### config.mk
export PLATFORM = sky130hd
export DESIGN_NAME = display_mode_ctrl
export DESIGN_NICKNAME = d
export VERILOG_FILES = /design/src/rtl/display_pkg.sv /design/src/rtl/btn_debounce.sv /design/src/rtl/display_mode_ctrl.sv
export SDC_FILE = /design/constraint.sdc
export NUM_CORES = 1
export LEC_CHECK = 0
export BUFFER_PORTS_ARGS = -buffer_cell sky130_fd_sc_hd__buf_2
export CAP_MARGIN = 15
export CELL_PAD_IN_SITES_DETAIL_PLACEMENT = 1
export CELL_PAD_IN_SITES_GLOBAL_PLACEMENT = 1
export CORE_ASPECT_RATIO = 2
export CORE_UTILIZATION = 53
export CTS_BUF_LIST = sky130_fd_sc_hd__clkbuf_8 sky130_fd_sc_hd__clkbuf_16
export DETAILED_ROUTE_END_ITERATION = 8
export HOLD_SLACK_MARGIN = 0.03
export PLACE_DENSITY = 0.92
export SETUP_SLACK_MARGIN = 0.05
export SLEW_MARGIN = 20
export SYNTH_ARGS = -nofsm -noshare
export SYNTH_HDL_FRONTEND = slang
export SYNTH_SLANG_ARGS = --single-unit
export TNS_END_PERCENT = 100
### constraint.sdc
create_clock -name clk -period 4.5 [get_ports clk]
set_input_delay 0.225 -clock clk [delete_from_list [all_inputs] [get_ports clk]]
set_output_delay 0.225 -clock clk [all_outputs]
set_load 0.01 [all_outputs]
### src/rtl/display_pkg.sv
// Shared encodings for the display mode controller: FSM state / status
// values and the derivation of the debounce length in clock cycles.
package display_pkg;

    // State encoding doubles as the status output value.
    typedef enum logic [1:0] {
        ST_LOW   = 2'd0,
        ST_MID   = 2'd1,
        ST_HIGH  = 2'd2,
        ST_PAUSE = 2'd3
    } state_t;

    // Number of clk cycles a button must stay stable before it is accepted.
    function automatic int debounce_cyc(input int clk_freq, input int debounce_ms);
        return (clk_freq / 1000) * debounce_ms;
    endfunction

endpackage

### src/rtl/btn_debounce.sv
// One button channel: 2-flop synchronizer, stable-time debouncer and a
// registered one-cycle press pulse (rising debounced level only).
module btn_debounce
    import display_pkg::*;
#(
    parameter int DEBOUNCE_CYC = 4
) (
    input  logic clk,
    input  logic rst_n,
    input  logic i_btn,
    output logic o_press
);

    localparam int CNT_W = $clog2(DEBOUNCE_CYC + 1);
    localparam logic [CNT_W-1:0] CNT_LAST = CNT_W'(DEBOUNCE_CYC - 1);

    logic             r_sync1;
    logic             r_sync2;
    logic             r_deb;
    logic             r_deb_d;
    logic [CNT_W-1:0] r_cnt;
    logic             r_press;

    // Bring the raw asynchronous button into the clk domain.
    always_ff @(posedge clk or negedge rst_n) begin
        if (!rst_n) begin
            r_sync1 <= 1'b0;
            r_sync2 <= 1'b0;
        end else begin
            r_sync1 <= i_btn;
            r_sync2 <= r_sync1;
        end
    end

    // Flip the debounced level after DEBOUNCE_CYC consecutive disagreeing samples.
    always_ff @(posedge clk or negedge rst_n) begin
        if (!rst_n) begin
            r_deb <= 1'b0;
            r_cnt <= '0;
        end else if (r_sync2 != r_deb) begin
            if (r_cnt == CNT_LAST) begin
                r_deb <= r_sync2;
                r_cnt <= '0;
            end else begin
                r_cnt <= r_cnt + CNT_W'(1);
            end
        end else begin
            r_cnt <= '0;
        end
    end

    // Registered press pulse on the cycle after the debounced level rises.
    always_ff @(posedge clk or negedge rst_n) begin
        if (!rst_n) begin
            r_deb_d <= 1'b0;
            r_press <= 1'b0;
        end else begin
            r_deb_d <= r_deb;
            r_press <= r_deb & ~r_deb_d;
        end
    end

    assign o_press = r_press;

endmodule

### src/rtl/display_mode_ctrl.sv
// Display mode controller: three debounced buttons drive a LOW/MID/HIGH
// speed FSM with a pause state that remembers the speed it interrupted.
// Optional feature macro: SPEED_WRAP_EN (up in HIGH wraps to LOW and
// down in LOW wraps to HIGH; otherwise both saturate).
module display_mode_ctrl
    import display_pkg::*;
#(
    parameter int CLK_FREQ    = 100_000_000,
    parameter int DEBOUNCE_MS = 20
) (
    input  logic       clk,
    input  logic       rst_n,
    input  logic       btn_up,
    input  logic       btn_down,
    input  logic       btn_pause,
    output logic [1:0] status,
    output logic       changed
);

    localparam int DEBOUNCE_CYC = debounce_cyc(CLK_FREQ, DEBOUNCE_MS);

`ifdef SPEED_WRAP_EN
    localparam state_t UP_FROM_HIGH  = ST_LOW;
    localparam state_t DOWN_FROM_LOW = ST_HIGH;
`else
    localparam state_t UP_FROM_HIGH  = ST_HIGH;
    localparam state_t DOWN_FROM_LOW = ST_LOW;
`endif

    logic   w_up_evt;
    logic   w_down_evt;
    logic   w_pause_evt;
    state_t r_state;
    state_t r_saved;
    logic   r_changed;
    state_t w_next;
    state_t w_saved_next;

    btn_debounce #(.DEBOUNCE_CYC(DEBOUNCE_CYC)) u_deb_up (
        .clk     (clk),
        .rst_n   (rst_n),
        .i_btn   (btn_up),
        .o_press (w_up_evt)
    );

    btn_debounce #(.DEBOUNCE_CYC(DEBOUNCE_CYC)) u_deb_down (
        .clk     (clk),
        .rst_n   (rst_n),
        .i_btn   (btn_down),
        .o_press (w_down_evt)
    );

    btn_debounce #(.DEBOUNCE_CYC(DEBOUNCE_CYC)) u_deb_pause (
        .clk     (clk),
        .rst_n   (rst_n),
        .i_btn   (btn_pause),
        .o_press (w_pause_evt)
    );

    // Next-state logic: pause wins, then a lone up or down moves the speed.
    always_comb begin
        w_next       = r_state;
        w_saved_next = r_saved;
        if (w_pause_evt) begin
            if (r_state == ST_PAUSE) begin
                w_next = r_saved;
            end else begin
                w_saved_next = r_state;
                w_next       = ST_PAUSE;
            end
        end else if ((r_state != ST_PAUSE) && (w_up_evt ^ w_down_evt)) begin
            if (w_up_evt) begin
                case (r_state)
                    ST_LOW:  w_next = ST_MID;
                    ST_MID:  w_next = ST_HIGH;
                    ST_HIGH: w_next = UP_FROM_HIGH;
                    default: w_next = r_state;
                endcase
            end else begin
                case (r_state)
                    ST_HIGH: w_next = ST_MID;
                    ST_MID:  w_next = ST_LOW;
                    ST_LOW:  w_next = DOWN_FROM_LOW;
                    default: w_next = r_state;
                endcase
            end
        end
    end

    // State, saved speed and change pulse registers.
    always_ff @(posedge clk or negedge rst_n) begin
        if (!rst_n) begin
            r_state   <= ST_LOW;
            r_saved   <= ST_LOW;
            r_changed <= 1'b0;
        end else begin
            r_state   <= w_next;
            r_saved   <= w_saved_next;
            r_changed <= (w_next != r_state);
        end
    end

    assign status  = r_state;
    assign changed = r_changed;

endmodule

==> summary.md, run 1 <==
| Metric | Value |
|---|---|
| Crit path DAT | `between 2 and 3 ns` |
| Final hold violations | `0` |
| Leak | `1.84 nW` |
| Die height | `125 um` |
| Tightest Pin Transition | `0.827 ns` |
| Mapped cell area | `0.00402 sq mm` |
| Antenna-violating nets left | `0` |
| GRT Total Usage | `0.287` |
| GR Overflow Total | `0` |
| Max Fclk | `407 MHz` |
| Port Buf Inserts | `7` |
| Routed WL per cell | `20.5 um` |
| Fin util | `0.618` |
| Final setup viols | `0` |
| Slowest cell on crit path | `o21bai_1` |
| Register area | `0.00208 sq mm` |
| Multi-input gate area | `0.00185 sq mm` |
| Critical Path End Type | `flop` |
| Global-route wire length before repair | `17.1 mm` |
| Setup TNS | `0 ns` |
| Crit path time final | `2.46 ns` |
| Placed wire-length estimate | `6.68 mm` |
| Total core area | `0.00732 sq mm` |
| Synth Net Count | `roughly 420` |
| Critical path's largest stage delay | `0.67 ns` |
| Clock transition at path regs | `about 0.060 ns` |
| Outcome | `finished clean` |
| Synthesis Warnings | `0` |
| Iteration-0 DRC count of the detailed router | `133` |
| Synth-to-layout area growth | `12.6%` |
| Sequential area share after synthesis | `0.516` |
| Share of cells above drive strength 1 | `0.0764` |
| Detailed Route WL | `10.5 mm` |
| Post-synth top area share | `0.516` |
| Total CTS buffers | `9` |
| Detailed-route via count | `3186` |
| Crit Path Class | `flop to flop` |
| Pin count of the biggest net entering global routing | `84` |
| Number of synthesized flops with an enable pin | `0` |
| RePlAce Congestion | `0.819` |
| Final slew viol count | `0` |
| Slew HR | `0.446` |
| Top FF cell, synth | `dfrtp_1` |
| Later-pin clock latency in the skew report | `0.34 ns` |
| Initial antenna violation count | `0` |
| # diodes | `0` |
| Hold WC Path Type | `flop to flop` |
| Number of placed I/O pins | `8` |
| CP cell instances | `ha_1 -> and4_1 -> nand3_1 -> o21bai_1 -> buf_4 -> nor2_1` |
| Cell taking the most area after synthesis | `dfrtp_1` |
| Worst-path maximum fanout | `11` |
| Clock Skew | `about 0.008 ns` |
| DRT Pass-1 Iters | `4` |
| #FFs+latches synth | `83` |
| Syn avg cell area | `9.96 sq um` |
| Layout fillers | `775` |
| Crit share post-route | `0.546` |
| CTS Root Cell | `clkbuf_16` |
| Unique masters post-synth | `37` |
| Max Root-Sink Buffers | `2` |
| Die width | `about 64 um` |
| VDD IR max | `0.000276 V` |
| Startpoint Class | `flop` |
| Synth Instances | `404` |
| Num rows | `44` |
| Critical Path RT | `4.72 ns` |
| Ys async rst share | `1.00` |
| Layout Nets | `roughly 430` |
| Total clock sinks | `83` |
| Synth cell count leaders | `dfrtp_1 (83), nor2_1 (50), xnor2_1 (24), nand2_1 (23), xor2_1 (23)` |
| Drt via density | `6.23` |
| Most frequent cell after synthesis | `dfrtp_1` |
| Max-cap violation count | `0` |
| RSZ-0062 raised after global routing | `no` |
| Starting density of the core | `0.549` |
| Pwr dens | `366 mW/mm^2` |
| Drc violations | `0` |
| Synth top area cells | `dfrtp_1 (52%), xnor2_1 (5.2%), xor2_1 (5.0%)` |
| H-tree depth | `3` |
| Number of global-route vias before repair | `3536` |
| TritonCTS clock tree | `done` |
| Die area | `roughly 0.008 sq mm` |
repair_timing:
| item | in CTS | in global routing |
|---|---|---|
| endpoints found under the hold margin | 3 | 69 |
| buffers inserted | 0 | 0 |
| resized for setup | 0 | 0 |
| hold buffers | 3 | 1 |
| endpoints found under the setup margin | 0 | 0 |
where the power goes:
part / internal (mW) / switching (mW)
combinational: 0.0140 / 0.0335
clock: 0.541 / 0.302
sequential: 0.756 / 0.00969
total: 1.31 / 0.345
state kept, by name, indices dropped and copies added, names as in the netlist, 2 cells and up:
signal	count
u_deb_down.r_cnt	21
u_deb_pause.r_cnt	21
u_deb_up.r_cnt	21
r_saved	2
status	2
worst paths after layout:
check,from,to,slack (ns),depth (start not counted)
max in group asynchronous,rst_n,u_deb_up.r_cnt[4],3.47,2
setup / recovery,u_deb_up.r_cnt[0],u_deb_up.r_cnt[10],2.04,6
min in group asynchronous,rst_n,u_deb_pause.r_cnt[17],0.49,2
hold / removal,u_deb_up.r_sync1,u_deb_up.r_sync2,0.36,0
hold reg to reg,u_deb_up.r_sync1,u_deb_up.r_sync2,0.36,0
setup reg to reg,u_deb_up.r_cnt[0],u_deb_up.r_cnt[10],2.04,6
kinds of logic after synthesis:
logic type,after synthesis,synth area share
multiplexers,3,0.00840
adder cells (fa/ha/maj),7,0.0218
AO/OA/AOI/OAI,52,0.0743
flip-flops,83,0.516
buffers and inverters,26,0.0252
XOR/XNOR,47,0.102
AND/OR/NAND/NOR,186,0.252
stage by stage:
step                      hold slack, ns  setup WS [ns]  cell area (sq um)  total power, mW  cells
final                              0.363           2.04               4530             1.66    511
after detailed placement           0.334           2.17               4140            0.823    491
after global routing               0.360           1.88               4530             1.70    511
after floorplan                  -0.0706           2.67               4020            0.796    404
after CTS                          0.101           2.03               4510             1.67    510
after global placement             0.333           2.36               4140            0.818    491
worst max-delay path, delay by kind of cell, from the launching register on:
kind / cells / cell delay [ns]
AOI/OAI and AO/OA: 1 / 0.67
adders and majority gates: 1 / 0.24
buffers and inverters: 1 / 0.30
DFF: 1 / 0.39
and+or+nand+nor: 3 / 0.73
cell type report:
cell class,instances,share of cell area
Sequential cell,83,0.459
Clock inverter,7,0.0257
Timing Repair Buffer,14,0.0229
Multi-Input combinational cell,295,0.408
Inverter,11,0.00912
Clock buffer,9,0.0497
Tap cell,92,0.0254
cell usage in the layout, fill, tap and decap left out, drive strengths merged, types with 4 or more instances in the layout:
master / Yosys / routed
nand3: 23 / 23
nor2: 50 / 50
nor4bb: 5 / 5
and4: 9 / 9
o31ai: 4 / 4
ha: 7 / 7
dlygate4sd3: 0 / 4
nor4: 8 / 8
clkbuf: 12 / 9
and2: 4 / 4
inv: 11 / 11
o21ai: 20 / 20
xor2: 23 / 23
dfrtp: 83 / 83
a21oi: 20 / 20
buf: 3 / 10
nor3: 9 / 9
or3: 14 / 14
nor2b: 4 / 4
xnor2: 24 / 24
or4: 6 / 6
nand2: 23 / 23
nand4: 20 / 20
per-layer routing:
metal | GRT usage | vias up | wire, um | share of wire
met5 | 0 | - | 0 | 0
met4 | 0.171 | 0 | 464 | 0.044
met3 | 0.0575 | 36 | 268 | 0.026
met2 | 0.523 | 64 | 5900 | 0.56
met1 | 0.291 | 1628 | 3830 | 0.37
li1 | - | 1458 | - | -
Power figures use the tool's default switching activity.
==> run 2: changes to the inputs <==
--- a/config.mk
+++ b/config.mk
@@ -10,11 +10,11 @@
 export CELL_PAD_IN_SITES_DETAIL_PLACEMENT = 1
 export CELL_PAD_IN_SITES_GLOBAL_PLACEMENT = 1
 export CORE_ASPECT_RATIO = 2
-export CORE_UTILIZATION = 53
+export CORE_UTILIZATION = 49
 export CTS_BUF_LIST = sky130_fd_sc_hd__clkbuf_8 sky130_fd_sc_hd__clkbuf_16
 export DETAILED_ROUTE_END_ITERATION = 8
 export HOLD_SLACK_MARGIN = 0.03
-export PLACE_DENSITY = 0.92
+export PLACE_DENSITY = 0.86
 export SETUP_SLACK_MARGIN = 0.05
 export SLEW_MARGIN = 20
 export SYNTH_ARGS = -nofsm -noshare
==> constraint.sdc (replaced) <==
create_clock -name clk -period 2.5 [get_ports clk]
set_input_delay 0.125 -clock clk [delete_from_list [all_inputs] [get_ports clk]]
set_output_delay 0.125 -clock clk [all_outputs]
set_load 0.01 [all_outputs]
==> summary.md, run 2 (synthesis gave the netlist of run 1 again) <==
| Metric | Value |
|---|---|
| Multi-input gate area | `0.00185 sq mm` |
| Starting density of the core | `0.506` |
| Share of cells above drive strength 1 | `0.0804` |
| Drc violations | `0` |
| Die width | `66.1 um` |
| Crit share post-route | `0.828` |
| Commonest non-fill, non-tap cell in the layout | `dfrtp_1` |
| Crit path DAT | `2.33 ns` |
| Clock Skew | `0.00419 ns` |
| Register area | `slightly above 0.002 sq mm` |
| Total clock sinks | `83` |
| CP cell instances | `ha_1 -> nand4_1 -> or4_1 -> or3_1 -> a21oi_1` |
| Slowest cell on crit path | `or4_1` |
| Total CTS buffers | `9` |
| Final setup viols | `0` |
| Later-pin clock latency in the skew report | `~0.33 ns` |
| Outcome | `finished clean` |
| Port Buf Inserts | `7` |
| Antenna-violating nets left | `0` |
| Pin count of the biggest net entering global routing | `84` |
| Synth-to-layout area growth | `12.2%` |
| Worst-path maximum fanout | `5` |
| Initial antenna violation count | `0` |
| PostCTS Resize Cnt | `0` |
| GRT Total Usage | `0.247` |
| Slew HR | `0.490` |
| Placed wire-length estimate | `6.47 mm` |
| Num rows | `46` |
| Critical Path RT | `around 2.8 ns` |
| DRT Pass-1 Iters | `4` |
| Tightest Pin Transition | `between 0.7 and 0.8 ns` |
| Routed WL per cell | `approximately 18 um` |
| Detailed Route WL | `9.47 mm` |
| Setup TNS | `0 ns` |
| Final slew viol count | `0` |
| TritonCTS clock tree | `done` |
| Most frequent cells in the layout | `dfrtp_1 (83), nor2_1 (50), xnor2_1 (24)` |
| GR Overflow Total | `0` |
| H-tree depth | `3` |
| Final hold violations | `0` |
| Crit Path Class | `flop to flop` |
| Largest regs | `u_deb_down.r_cnt x21, u_deb_pause.r_cnt x21, u_deb_up.r_cnt x21` |
| Max Root-Sink Buffers | `2` |
| Die area | `0.00860 sq mm` |
| Global-route wire length before repair | `about 16 mm` |
| Number of global-route vias before repair | `3424` |
| Iteration-0 DRC count of the detailed router | `168` |
| Crit path time final | `slightly above 2 ns` |
| RePlAce Congestion | `0.827` |
| Total core area | `0.00794 sq mm` |
| CTS Root Cell | `clkbuf_16` |
| Detailed-route via count | `approximately 3100` |
| Clock transition at path regs | `0.06 ns` |
| Critical path's largest stage delay | `0.63 ns` |
| Critical Path End Type | `flop` |
| Number of placed I/O pins | `8` |
| Die height | `130 um` |
| VDD IR max | `approximately 0.00039 V` |
| Max-cap violation count | `0` |
| Hold WS | `0.357 ns` |
| # diodes | `0` |
| Drt via density | `6.01` |
| Crit path max-delay family | `simple AND/OR/NAND/NOR gates` |
| RSZ-0062 raised after global routing | `no` |
| Layout fillers | `875` |
| Hold WC Path Type | `flop to flop` |
| Layout Nets | `430` |
| Startpoint Class | `flop` |
| Leak | `1.85 nW` |
| Pwr dens | `605 mW/mm^2` |
| Max Fclk | `483 MHz` |
| Buf/Inv on CP | `0` |
==> run 2: cell type report <==
cell class | instances | share of cell area
inverter | 11 | 0.00915
timing repair buffer | 18 | 0.0297
sequential | 83 | 0.460
clock inverter | 3 | 0.00277
clock buffer | 13 | 0.0621
multi-input combinational | 295 | 0.410
tap | 96 | 0.0266
==> run 2: power by group <==
part	switching [mW]	total, mW	internal [mW]	leakage (nW)
sequential	0.0154	1.38	1.36	1.14
clock	0.496	1.27	0.772	0.154
combinational	0.0600	0.0869	0.0269	0.557
total	0.572	2.73	2.16	1.85
==> run 2: metal layers <==
metal  wire length [um]  track usage
met1               3540        0.246
met2               5470        0.471
met3                153       0.0411
met4                316        0.129
met5                  0            0
==> run 2: what timing repair did <==
| item | in CTS | in global routing |
|---|---|---|
| hold endpoints to repair | 86 | 0 |
| hold buffers | 4 | 0 |
| setup buffers | 0 | 0 |
==> run 2: path summary, 6_finish.rpt <==
| check | slack [ns] | end | cells after the start | start |
|---|---|---|---|---|
| setup / recovery | 0.43 | u_deb_down.r_cnt[18] | 5 | u_deb_down.r_cnt[0] |
| hold / removal | 0.36 | u_deb_pause.r_sync2 | 0 | u_deb_pause.r_sync1 |
| setup reg to reg | 0.43 | u_deb_down.r_cnt[18] | 5 | u_deb_down.r_cnt[0] |
| hold reg to reg | 0.36 | u_deb_pause.r_sync2 | 0 | u_deb_pause.r_sync1 |
| max in group asynchronous | 1.56 | u_deb_pause.r_cnt[4] | 2 | rst_n |
| min in group asynchronous | 0.38 | u_deb_down.r_cnt[12] | 2 | rst_n |
==> run 2: stage by stage <==
step	area, sq um	instances	setup slack, ns	utilization	total power, mW
finish	4510	519	0.429	0.568	2.73
global route	4510	519	0.244	0.568	2.82
CTS	4510	519	0.442	0.568	2.76
detailed placement	4180	499	0.456	0.526	1.48
global placement	4180	499	0.567	0.526	1.48
floorplan	4020	404	0.671	-	1.43
